===== src/rtl/req_initiator.sv =====
// Initiator end of the valid/ready request bus: runs one local command as a
// single bus transfer and returns its result, aborting after TIMEOUT cycles without ready.
module req_initiator #(
    parameter int ADDR_W  = 4,
    parameter int DATA_W  = 4,
    parameter int TIMEOUT = 15
) (
    input  logic              clock,
    input  logic              reset,
    input  logic              cmd_valid,
    output logic              cmd_ready,
    input  logic              cmd_write,
    input  logic [ADDR_W-1:0] cmd_addr,
    input  logic [DATA_W-1:0] cmd_wdata,
    output logic              valid,
    output logic              write,
    output logic [ADDR_W-1:0] addr,
    output logic [DATA_W-1:0] wdata,
    input  logic              ready,
    input  logic [DATA_W-1:0] rdata,
    output logic              rsp_valid,
    input  logic              rsp_ready,
    output logic [DATA_W-1:0] rsp_rdata,
    output logic              rsp_err,
    output logic [7:0]        txn_cnt
);

    // state | meaning
    // IDLE  | waiting for a command, cmd_ready high
    // REQ   | bus request driven, waiting for ready or timeout
    // RSP   | response presented, waiting for rsp_ready
    typedef enum logic [1:0] {
        IDLE = 2'd0,
        REQ  = 2'd1,
        RSP  = 2'd2
    } state_t;

    localparam logic [7:0] TMO_LAST = 8'(TIMEOUT - 1);

    state_t     state;
    state_t     state_nxt;
    logic [7:0] tmo_cnt;
    logic       accept;
    logic       done_ok;
    logic       done_tmo;

    always_ff @(posedge clock) begin
        if (!reset) begin
            state <= IDLE;
        end else begin
            state <= state_nxt;
        end
    end

    always_comb begin
        state_nxt = state;
        cmd_ready = 1'b0;
        valid     = 1'b0;
        rsp_valid = 1'b0;
        accept    = 1'b0;
        done_ok   = 1'b0;
        done_tmo  = 1'b0;
        case (state)
            IDLE: begin
                cmd_ready = 1'b1;
                if (cmd_valid) begin
                    accept    = 1'b1;
                    state_nxt = REQ;
                end
            end
            REQ: begin
                valid = 1'b1;
                // ready in the last timeout cycle still counts as success
                if (ready) begin
                    done_ok   = 1'b1;
                    state_nxt = RSP;
                end else if (tmo_cnt == TMO_LAST) begin
                    done_tmo  = 1'b1;
                    state_nxt = RSP;
                end
            end
            RSP: begin
                rsp_valid = 1'b1;
                if (rsp_ready) begin
                    state_nxt = IDLE;
                end
            end
            default: state_nxt = IDLE;
        endcase
    end

    always_ff @(posedge clock) begin
        if (!reset) begin
            write     <= 1'b0;
            addr      <= '0;
            wdata     <= '0;
            rsp_rdata <= '0;
            rsp_err   <= 1'b0;
            txn_cnt   <= 8'd0;
            tmo_cnt   <= 8'd0;
        end else begin
            if (accept) begin
                write   <= cmd_write;
                addr    <= cmd_addr;
                wdata   <= cmd_wdata;
                tmo_cnt <= 8'd0;
            end
            if (done_ok) begin
                rsp_rdata <= write ? '0 : rdata;
                rsp_err   <= 1'b0;
                txn_cnt   <= txn_cnt + 8'd1;
            end else if (done_tmo) begin
                rsp_rdata <= '0;
                rsp_err   <= 1'b1;
                txn_cnt   <= txn_cnt + 8'd1;
            end else if (state == REQ) begin
                tmo_cnt <= tmo_cnt + 8'd1;
            end
        end
    end

endmodule


===== config.mk =====
export PLATFORM = sky130hd
export DESIGN_NAME = req_initiator
export DESIGN_NICKNAME = d
export VERILOG_FILES = /design/src/rtl/req_initiator.sv
export SDC_FILE = /design/constraint.sdc
export NUM_CORES = 1
export LEC_CHECK = 0
export ABC_AREA = 1
export BUFFER_PORTS_ARGS = -buffer_cell sky130_fd_sc_hd__clkbuf_2
export CAP_MARGIN = 40
export CORE_ASPECT_RATIO = 0.7
export CORE_UTILIZATION = 40
export DETAILED_ROUTE_END_ITERATION = 10
export PLACE_DENSITY = 0.66
export SKIP_LAST_GASP = 1
export SLEW_MARGIN = 30
export SYNTH_ARGS = -nofsm -noshare
export SYNTH_HDL_FRONTEND = slang
export SYNTH_SLANG_ARGS = --single-unit

===== constraint.sdc =====
create_clock -name clock -period 1.3 [get_ports clock]
set_input_delay 0.065 -clock clock [delete_from_list [all_inputs] [get_ports clock]]
set_output_delay 0.065 -clock clock [all_outputs]
set_load 0.05 [all_outputs]

### After elaboration in Yosys (flattened, before gate mapping)

Cells that the tools add are included.

* reduce and logical (&&, ||, !) cells: 4
* muxes and demuxes: 24
* bitwise logic cells: 1
* equal/unequal tests: 6
* add/sub/neg operators: 2

Operators by type and width (count)
* 2-to-1 mux 8 bit: 6
* adder 8 x 1 -> 8 bit (second input constant): 2
* 2-to-1 mux 4 bit: 3
* 2-to-1 mux 1 bit: 10
* equality test 8 x 4 -> 1 bit (second input constant): 1
* 2-to-1 mux 2 bit: 4
* case mux 2 bit (3 select lines): 1
* inequality test 2 bit (second input constant): 2
* inequality test 3 bit (second input constant): 1
* AND reduction 3 bit: 1
* equality test 2 x 1 -> 1 bit (second input constant): 1
* equality test 2 bit (second input constant): 1
* logical NOT 2 bit: 1
* nonzero test 2 bit: 1
* OR reduction 2 bit: 1
* inverter 1 bit: 1

* bits in registers: 32
* input port bits: 18
* output and inout port bits: 25
* logic and storage cells: 45

### Longest topological paths before layout

Gate-level depths: netlist (run 1).

* word-level depth: 6
* gate-level depth with buffers: 10
* gate-level depth less buffers: 9

### Worst setup path after synthesis (run 1)

No wires, ideal clock.

* kind: register -> register
* start: register state[0]
* end: register tmo_cnt[3]
* buffers on the path: 1
* cell stages (with the launch flop): 8
* arrival: 1.627 ns
* slack: -0.440 ns
* clock period less this slack: 1.740 ns
* data required time: 1.187 ns
* setup time: 0.113 ns
* path through: dfxtp_1 nor2_1 nand2_2 inv_1 buf_4 o21ai_2 nand2_1 nor2_1

* longest elaborated chain between the ends: 6
* elaborated cells on any way between the ends: 9
* classes of those cells: 1 x eq/ne; 7 x mux; 1 x reduce/logical

RTL lines
* start, declared: line 40 `state_t state;`
* start signal, assigned: line 51 `state <= state_nxt;`
* logical NOT 2 bit: line 63 `case (state)`
* 2-to-1 mux 1 bit: line 63
* 2-to-1 mux 8 bit: line 102 `if (accept) begin`
* 2-to-1 mux 8 bit: line 116 `end else if (state == REQ) begin`
* 2-to-1 mux 8 bit: line 112 `end else if (done_tmo) begin`
* 2-to-1 mux 8 bit *: line 108 `if (done_ok) begin`
* end signal, assigned: line 117 `tmo_cnt <= tmo_cnt + 8'd1;`
* end, declared: line 42 `logic [7:0] tmo_cnt;`

Every way passes the cells marked *; elsewhere a longest branch is shown, timed or not.
A chain may end at the register's enable or synchronous reset.

### Worst setup path after layout (run 1)

* start: register tmo_cnt[0]
* end: register txn_cnt[1]

* longest elaborated chain between the ends: 5

RTL lines
* equality test 8 x 4 -> 1 bit: line 77 `end else if (tmo_cnt == TMO_LAST) begin`
* 2-to-1 mux 1 bit: line 77
* 2-to-1 mux 1 bit: line 74 `if (ready) begin`
* 2-to-1 mux 1 bit: line 63
* nonzero test 2 bit (no source line)
* end signal, assigned: line 111 `txn_cnt <= txn_cnt + 8'd1;`
* end signal, assigned: line 115 `txn_cnt <= txn_cnt + 8'd1;`
* end, declared: line 25 `output logic [7:0] txn_cnt`

Every way passes these cells.

==> flow_summary.json, run 1 <==
{
  "outcome": "complete, but fails checks",
  "failed_checks": "negative setup slack",
  "io_pins": 43,
  "critPathKind": "reg2reg",
  "switchingPower_w": 0.000730,
  "rsz0062_at_grt": "true",
  "p_per_area_mw_per_mm2": 1080,
  "drcViolationCount": 0,
  "hold_viol": 0,
  "cap_violations": 0,
  "die_h_um": 54.7,
  "grt_pass1_vias": 1289,
  "cp.arrival_ns": 1.54,
  "synthToLayoutAreaGrowth_pct": 44.1,
  "drt_iter0_drc": 110,
  "busiest_layer": "met2",
  "cts_made_buffers": 5,
  "vias": 1643,
  "coreArea_mm2": 0.00365,
  "rows": 18,
  "clock_latency_ns": 0.29,
  "final_common_cell": "nand2_1",
  "synth_cells": 227,
  "final_cell_mix": "nand2_1 (51), clkbuf_2 (42), nor2_1 (38), dfxtp_1 (24), buf_4 (22)",
  "switching_share": 0.296,
  "grt.met3_usage": 0.0733,
  "tns_ns": -0.129,
  "p_seq_frac": 0.427,
  "crit_required_ns": 1.51,
  "post_synth.cell_area_avg_um2": 6.99,
  "die_area_mm2": 0.00423,
  "start_util": 0.435,
  "synth.distinct_cells": 24,
  "pwr-share-clk": 0.389,
  "port_buffers": 42,
  "slew_headroom": 0.816,
  "dp_slack_ns": -0.0957,
  "finalCriticalPeriod_ns": 1.33,
  "grt_max_degree": 16,
  "cts_max_level": 2,
  "dr.pass1.iters": 4,
  "ys.warnings.count": 0,
  "grtUsageMet1": 0.250,
  "die_width_um": 77.3,
  "finalCritPeriodShare": 1.03,
  "hp-start": "rdata[1]",
  "p_leak_nw": 1.05,
  "multi_input_area_um2": 947,
  "antenna_found_initial": 0,
  "seq_area_frac_synth": 0.404,
  "hp-class": "in2reg",
  "r2r_start": "tmo_cnt[0]$_SDFF_PN0_",
  "worstMarginPinSlew_ns": 0.274,
  "hold_slack_ns": 0.00992,
  "critPathMaxFanout": 7,
  "clock.fmax_mhz": 749,
  "ir_worst_vdd_uv": 678,
  "maxSlewViolCount": 0,
  "cp-end-kind": "flip-flop",
  "fin_nets": 318,
  "gp_congestion": 0.866,
  "grt_pass1_wl_mm": 5.93,
  "synth_area_mm2": 0.00159,
  "n_fill_cell": 343,
  "finClkSkew_ns": 0.00538,
  "routed_wl_mm": 3.99,
  "clkTransAtPathRegs_ns": 0.07,
  "final_util": 0.627,
  "grt_usage": 0.190,
  "startpoint": "tmo_cnt[0]$_SDFF_PN0_",
  "post_drt_wl_per_cell_um": 11.5,
  "syn-num-nets": 248,
  "startpoint_type": "flip-flop",
  "setup_viol": 10,
  "met2_usage": 0.270,
  "cts_tree": "done",
  "p_int_w": 0.00174,
  "clockBufferDepth": 2,
  "cts-root-buf": "clkbuf_8",
  "synth-seq-cells": 32,
  "dpl.hpwl_mm": 2.63,
  "overflow": 0,
  "drive_gt1_frac": 0.416,
  "via_per_inst": 4.72,
  "seq_area_um2": 651,
  "final.setup.worst_slack_ns": -0.0346,
  "insertedDiodeCount": 0,
  "antenna_left": 0,
  "cts.sinks": 32,
  "combPwrFrac": 0.184
}
repair_timing:
item                                    in CTS  in global routing
endpoints found under the hold margin        1                  1
endpoints found under the setup margin      17                 22
gates resized for setup                      5                 27
buffers inserted                             3                  3
pin swaps                                    2                  8
hold buffers                                 1                  1
cloned                                       0                  2
critical path, stage by stage, from the launching register on:
cell and delay [ns]:
dfxtp_2 0.33, inv_2 0.07, ha_4 0.12, nand2_2 0.06, nor2_4 0.14, nand3_4 0.17, nand2_2 0.17, nand2_1 0.08
a21oi_1 0.12
synthesized netlist by cell type:
master | number | area, µm²
nand2_4 | 2 | 22.5
nor3_1 | 2 | 10.0
buf_4 | 2 | 15.0
nand3b_1 | 3 | 22.5
clkbuf_1 | 3 | 11.3
buf_6 | 2 | 22.5
xor2_1 | 2 | 17.5
clkinv_1 | 1 | 3.75
o21ai_0 | 11 | 55.1
dfxtp_1 | 32 | 641
inv_1 | 14 | 52.6
nor2_4 | 1 | 11.3
nor2_1 | 40 | 150
nand3_4 | 1 | 17.5
xnor2_1 | 1 | 8.76
o21ai_2 | 4 | 35.0
nor2_2 | 4 | 25.0
and3_1 | 1 | 6.26
nand2_1 | 57 | 214
inv_2 | 2 | 7.51
ha_1 | 3 | 37.5
a21oi_1 | 17 | 85.1
nand2_2 | 4 | 25.0
nand3_1 | 18 | 90.1
layer usage:
metal	routed length [µm]	share of wire	vias to the layer above
li1	-	-	864
met1	2040	0.51	724
met2	1630	0.41	49
met3	262	0.066	6
met4	63	0.016	0
met5	0	0	-
stage by stage:
stage / power [W] / area, µm² / cells
finish: 0.00247 / 2290 / 348
global route: 0.00256 / 2290 / 348
CTS: 0.00244 / 2130 / 342
detailed placement: 0.00150 / 1960 / 330
global placement: 0.00149 / 1960 / 330
floorplan: 0.00137 / 1600 / 227
logic make-up after synthesis:
| kind of cell | share of synthesized area |
|---|---|
| buf+inv | 0.0710 |
| simple gates | 0.375 |
| compound gates | 0.110 |
| flops | 0.404 |
| xor+xnor | 0.0166 |
| fa+ha+maj | 0.0237 |
path summary, 6_finish.rpt:
check	slack, ns	endpoint	cells past startpoint
hold / removal	0.01	rsp_rdata[1]$_SDFFE_PN0P_	3
setup reg to reg	-0.03	txn_cnt[1]$_SDFFE_PN0P_	8
hold reg to reg	0.46	rsp_err$_SDFFE_PP0P_	2
setup / recovery	-0.03	txn_cnt[1]$_SDFFE_PN0P_	8
registers in the layout (all words and copies together), names as in the netlist:
name / cells
rsp_err: 1
tmo_cnt: 8
txn_cnt: 8
rsp_rdata: 4
write: 1
wdata: 4
addr: 4
state: 2
power groups by stage:
stage,logic [W],registers (W),clock network (W)
floorplan,0.000184,0.00118,0
global placement,0.000421,0.00107,0
detailed placement,0.000423,0.00107,0
CTS,0.000429,0.00105,0.000963
global route,0.000492,0.00106,0.00101
finish,0.000454,0.00106,0.000959
area by class of cell:
class                           count  share of cell area
Tap cell                           50              0.0274
Multi-Input combinational cell    172               0.414
Inverter                           17              0.0290
Sequential cell                    32               0.285
Clock buffer                        6              0.0317
Clock inverter                      2              0.0153
Timing Repair Buffer               69               0.198
No activity file was read; power rests on OpenSTA's default activity.
==> inputs of run 2 (changes only) <==
--- a/config.mk
+++ b/config.mk
@@ -10,8 +10,10 @@
 export CAP_MARGIN = 40
 export CORE_ASPECT_RATIO = 0.7
 export CORE_UTILIZATION = 40
+export CTS_BUF_LIST = sky130_fd_sc_hd__clkbuf_2 sky130_fd_sc_hd__clkbuf_4 sky130_fd_sc_hd__clkbuf_8
 export DETAILED_ROUTE_END_ITERATION = 10
 export PLACE_DENSITY = 0.66
+export SETUP_SLACK_MARGIN = 0.5
 export SKIP_LAST_GASP = 1
 export SLEW_MARGIN = 30
 export SYNTH_ARGS = -nofsm -noshare
==> run 2 against run 1 <==
Net effect: register-to-register slack improved by 0.03 ns; combinational power increased by 44%; global-route usage up 5.6 points; clock power down 18%; wire length is 26% higher; first-iteration DRC count decreased by 9.1%; the run still ends with negative setup slack left; clock-buffer cell count increased by 1; setup slack gained 0.032 ns; sequential power is essentially flat; fmax grew 2.5%.
==> flow_summary.json, run 2 (synthesis gave the netlist of run 1 again) <==
{
  "final_util": 0.784,
  "cts-root-buf": "clkbuf_8",
  "startpoint_type": "flip-flop",
  "drcViolationCount": 0,
  "fin_area_mm2": 0.00286,
  "gp_congestion": 0.850,
  "via_per_inst": 4.86,
  "drt-met1-wl_mm": 2.21,
  "grt_usage": 0.246,
  "clkTransAtPathRegs_ns": 0.07,
  "grt_pass1_wl_mm": 7.71,
  "combPwrFrac": 0.262,
  "dpl.hpwl_mm": 2.78,
  "antenna_found_initial": 0,
  "switching_share": 0.310,
  "insertedDiodeCount": 0,
  "largestRegisters": "tmo_cnt: 8 flops, txn_cnt: 8 flops",
  "routed_wl_mm": 5.02,
  "drive_gt1_frac": 0.548,
  "place_area_mm2": 0.00198,
  "finalCritPeriodShare": 1.00,
  "hp-class": "in2reg",
  "finClkSkew_ns": 0.00463,
  "synthToLayoutAreaGrowth_pct": 80.3,
  "fin_nets": 323,
  "cp.arrival_ns": 1.47,
  "critPathKind": "reg2reg",
  "start_util": 0.435,
  "rsz0062_at_grt": "true",
  "drt_iter0_drc": 100,
  "startpoint": "tmo_cnt[0]$_SDFF_PN0_",
  "route.met2.wl_mm": 2.41,
  "grt_max_degree": 21,
  "cts.sinks": 32,
  "rows": 18,
  "dp_slack_ns": -0.110,
  "critPathMaxFanout": 6,
  "p_int_w": 0.00173,
  "final.setup.worst_slack_ns": -0.00266,
  "highest_layer": "met4",
  "io_pins": 43,
  "cap_violations": 0,
  "grt_pass1_vias": 1598,
  "clockBufferDepth": 2,
  "cts_made_buffers": 5,
  "clock.fmax_mhz": 768,
  "post_drt_wl_per_cell_um": 14.2,
  "overflow": 0,
  "dr.pass1.iters": 4,
  "pwr-share-clk": 0.314,
  "n_fill_cell": 244,
  "outcome": "complete, but fails checks",
  "switchingPower_w": 0.000777,
  "setup_viol": 1,
  "hp-start": "rdata[3]",
  "port_buffers": 42,
  "p_seq_frac": 0.424,
  "die_width_um": 77.3,
  "r2r_start": "tmo_cnt[0]$_SDFF_PN0_",
  "reg2reg_depth": 8,
  "clock_latency_ns": 0.29,
  "die_area_mm2": 0.00423,
  "cp-end-kind": "flip-flop",
  "ir_worst_vdd_uv": 651,
  "p_per_area_mw_per_mm2": 876,
  "coreArea_mm2": 0.00365,
  "finalCriticalPeriod_ns": 1.30,
  "slew_headroom": 0.796,
  "final_common_cell": "nand2_1",
  "worstHoldPathCells": 3,
  "wl_met3_um": 318,
  "final_cell_mix": "nand2_1 (53), nor2_1 (37), buf_4 (21), clkbuf_2 (17), dfxtp_2 (15)",
  "antenna_left": 0,
  "vias": 1715,
  "failed_checks": "negative setup slack",
  "crit_required_ns": 1.47,
  "p_leak_nw": 1.19,
  "worstMarginPinSlew_ns": 0.305,
  "cts_tree": "done",
  "die_h_um": 54.7,
  "hold_viol": 0,
  "cts_max_level": 2,
  "maxSlewViolCount": 0
}
## run 2: critical path, cell delays in order, from the launching register on
cell and delay (ns):
dfxtp_2 0.33, inv_2 0.07, ha_4 0.13, nand2_4 0.05, nor2_4 0.13, nand3_4 0.17, buf_6 0.18, nand3_2 0.06
a21oi_1 0.07
## run 2: metal layers
metal	vias up	GRT usage
li1	878	-
met1	774	0.310
met2	54	0.416
met3	9	0.0650
met4	0	0.0849
met5	-	0
## run 2: area by class of cell
| cell class | instances | area (µm²) | area share |
|---|---|---|---|
| repair buffers | 73 | 877 | 0.307 |
| inverters | 17 | 68.8 | 0.0241 |
| well taps | 50 | 62.6 | 0.0219 |
| multi-input cells | 173 | 1060 | 0.371 |
| clock buffers | 7 | 83.8 | 0.0293 |
| clock inverters | 1 | 5.00 | 0.00175 |
| flip-flops and latches | 32 | 701 | 0.245 |
## run 2: path summary, 6_finish.rpt
| check | endpoint | slack (ns) |
|---|---|---|
| max | txn_cnt[3]$_SDFFE_PN0P_ | -0.003 |
| min reg2reg | rsp_rdata[1]$_SDFFE_PN0P_ | 0.49 |
| max reg2reg | txn_cnt[3]$_SDFFE_PN0P_ | -0.003 |
| min | rsp_rdata[3]$_SDFFE_PN0P_ | 0.008 |
## run 2: metrics by stage
step	power, W	hold WS, ns	setup TNS [ns]	instances
after floorplan	0.00138	0.188	0	227
final	0.00251	0.00818	-0.00266	353
after detailed placement	0.00149	0.306	-0.983	329
after CTS	0.00247	0.00430	0	351
after global routing	0.00261	0.0120	-0.625	353
after global placement	0.00148	0.298	-0.259	329
## run 2: timing repair
action	in CTS	in global routing
setup endpoints to repair	57	57
hold buffers	2	0
gates cloned	3	0
resized for setup	120	35
pin swaps	16	10
hold endpoints to repair	2	0
buffers inserted	9	2
## run 2: power by group through the flow
stage | clock, W | sequential (W) | combinational [W]
floorplan | 0 | 0.00118 | 0.000197
finish | 0.000786 | 0.00106 | 0.000656
detailed placement | 0 | 0.00107 | 0.000413
global placement | 0 | 0.00107 | 0.000410
CTS | 0.000803 | 0.00106 | 0.000604
global route | 0.000846 | 0.00107 | 0.000692
==> inputs of run 3 (changes only) <==
--- a/config.mk
+++ b/config.mk
@@ -9,10 +9,11 @@
 export BUFFER_PORTS_ARGS = -buffer_cell sky130_fd_sc_hd__clkbuf_2
 export CAP_MARGIN = 40
 export CORE_ASPECT_RATIO = 0.7
+export CORE_MARGIN = 8
 export CORE_UTILIZATION = 40
 export CTS_BUF_LIST = sky130_fd_sc_hd__clkbuf_2 sky130_fd_sc_hd__clkbuf_4 sky130_fd_sc_hd__clkbuf_8
 export DETAILED_ROUTE_END_ITERATION = 10
-export PLACE_DENSITY = 0.66
+export PLACE_DENSITY = 0.73
 export SETUP_SLACK_MARGIN = 0.5
 export SKIP_LAST_GASP = 1
 export SLEW_MARGIN = 30
==> run 3 against run 2 <==
Net effect: the flow still finishes with violations (negative setup slack); cell area rose by 4.5%; combinational power rose by 5.2%; fmax fell by 2.8%; utilization fell by 1.3 points; clock power rose by 25%; critical endpoint is now tmo_cnt[4]$_SDFF_PN0_; largest cell class unchanged; largest power group unchanged.
==> flow_summary.json, run 3 (synthesis gave the netlist of run 1 again) <==
{
  "antenna_left": 0,
  "drt_iter0_drc": 180,
  "slew_headroom": 0.824,
  "ir_worst_vdd_uv": 720,
  "via_per_inst": 5.16,
  "dp_slack_ns": -0.0822,
  "maxSlewViolCount": 0,
  "final_common_cell": "nand2_1",
  "holdPathEnd": "write$_SDFFE_PN0P_",
  "crit_path_max_incr_delay_ns": 0.34,
  "port_buffers": 42,
  "dpl.hpwl_mm": 3.03,
  "gp_congestion": 0.906,
  "switchingPower_w": 0.000832,
  "outcome": "complete, but fails checks",
  "rsz0062_at_grt": "true",
  "setup_viol": 13,
  "vias": 1833,
  "dp.cells": 328,
  "cp-end-kind": "flip-flop",
  "clock_latency_ns": 0.29,
  "switching_share": 0.304,
  "clockBufferDepth": 2,
  "die_width_um": 91.3,
  "finalCritPeriodShare": 1.03,
  "p_leak_nw": 1.24,
  "finalCriticalPeriod_ns": 1.34,
  "final.setup.worst_slack_ns": -0.0403,
  "pwr-share-clk": 0.358,
  "p_int_w": 0.00190,
  "insertedDiodeCount": 0,
  "p_seq_frac": 0.389,
  "power_w": 0.00274,
  "cts_max_level": 2,
  "clkTransAtPathRegs_ns": 0.08,
  "final_util": 0.771,
  "coreArea_mm2": 0.00387,
  "grt_usage": 0.186,
  "reg2reg_depth": 8,
  "critPathKind": "reg2reg",
  "finClkSkew_ns": 0.00606,
  "drcViolationCount": 0,
  "r2r_start": "tmo_cnt[0]$_SDFF_PN0_",
  "hp-start": "cmd_write",
  "hold_viol": 0,
  "cts-root-buf": "clkbuf_8",
  "reg2reg_setup_slack_ns": -0.04,
  "grt_pass1_vias": 1900,
  "start_util": 0.409,
  "routed_wl_mm": 5.90,
  "startpoint_type": "flip-flop",
  "failed_checks": "negative setup slack",
  "clock.fmax_mhz": 746,
  "worstMarginPinSlew_ns": 0.264,
  "crit_slowest_cell": "dfxtp_2",
  "dr.pass1.iters": 5,
  "grt_pass1_wl_mm": 9.13,
  "post_drt_wl_per_cell_um": 16.6,
  "drive_gt1_frac": 0.535,
  "io_pins": 43,
  "fin_nets": 323,
  "cap_violations": 0,
  "crit_required_ns": 1.52,
  "antenna_found_initial": 0,
  "fin_cells": 355,
  "hp-class": "in2reg",
  "cp.arrival_ns": 1.56,
  "grt_max_degree": 20,
  "cp_cell_sequence": "inv_2 -> ha_4 -> nand2_4 -> nor2_4 -> nand3_4 -> nand2_2 -> a21oi_1 -> nor2_1",
  "overflow": 0,
  "die_area_mm2": 0.00627,
  "largestRegisters": "tmo_cnt: 8 flops, txn_cnt: 8 flops",
  "rows": 19,
  "die_h_um": 68.7,
  "worstReg2RegEnd": "tmo_cnt[4]$_SDFF_PN0_",
  "critPathMaxFanout": 5,
  "cts.sinks": 32,
  "cts_made_buffers": 5,
  "tns_ns": -0.198,
  "final_cell_mix": "nand2_1 (51), nor2_1 (37), clkbuf_16 (24), buf_4 (22), clkbuf_2 (17)",
  "combPwrFrac": 0.252,
  "n_fill_cell": 238,
  "cts_tree": "done",
  "synthToLayoutAreaGrowth_pct": 88.3,
  "worstHoldPathCells": 3,
  "p_per_area_mw_per_mm2": 916
}
==> run 3: cell count changes in the layout (fill, tap and decap cells not counted), sizes merged <==
| cell | previous run | this run |
|---|---|---|
| buf | 42 | 31 |
| nand2 | 65 | 64 |
| clkbuf | 36 | 46 |
| bufinv | 0 | 1 |
| clkinvlp | 0 | 1 |
==> run 3: area by class of cell <==
type | instances | area, µm² | area share
Tap cell | 52 | 65.1 | 0.0218
Multi-Input combinational cell | 172 | 1050 | 0.351
Clock buffer | 5 | 68.8 | 0.0230
Timing Repair Buffer | 74 | 992 | 0.332
Sequential cell | 32 | 701 | 0.235
Inverter | 17 | 71.3 | 0.0239
Clock inverter | 3 | 42.5 | 0.0142
==> run 3: metrics by stage <==
stage	hold WS (ns)	instance area, µm²
detailed placement	0.306	1960
global placement	0.298	1960
finish	0.0106	2990
CTS	0.00145	2780
global route	0.0205	2990
floorplan	0.188	1640
==> run 3: worst max-delay path, delay by kind of cell (launching register included) <==
family	cells	cell delay, ns
and+or+nand+nor	5	0.62
DFF	1	0.34
adders and majority gates	1	0.15
buffers and inverters	1	0.08
AOI/OAI and AO/OA	1	0.07
==> run 3: metal layers <==
layer  GRT usage  vias up  wire length [µm]
met5           0        -                 0
met4      0.0892        0               140
met3      0.0778       17               471
met2       0.344       75              3020
met1       0.184      866              2270
li1            -      875                 -
==> run 3: worst max path at each step <==
stage	startpoint	endpoint	slack (ns)
floorplan	tmo_cnt[0]$_SDFF_PN0_	tmo_cnt[0]$_SDFF_PN0_	0.04
global placement	tmo_cnt[1]$_SDFF_PN0_	tmo_cnt[1]$_SDFF_PN0_	-0.03
detailed placement	tmo_cnt[1]$_SDFF_PN0_	tmo_cnt[1]$_SDFF_PN0_	-0.08
CTS	tmo_cnt[0]$_SDFF_PN0_	tmo_cnt[1]$_SDFF_PN0_	0.03
global route	tmo_cnt[0]$_SDFF_PN0_	tmo_cnt[5]$_SDFF_PN0_	-0.12
finish	tmo_cnt[0]$_SDFF_PN0_	tmo_cnt[4]$_SDFF_PN0_	-0.04
==> run 3: power by group through the flow <==
stage          clock [W]  sequential (W)  combinational (W)
3_5_place_dp           0         0.00107           0.000412
4_1_cts         0.000975         0.00107           0.000590
3_3_place_gp           0         0.00107           0.000408
5_1_grt          0.00102         0.00107           0.000729
2_1_floorplan          0         0.00118           0.000197
6_report        0.000980         0.00107           0.000690
==> run 3: timing repair <==
action	CTS	global route
setup buffers	8	7
pin swaps	2	5
endpoints found under the setup margin	57	57
gates cloned	0	2
resized for setup	123	30
hold buffers	2	0
endpoints found under the hold margin	2	0
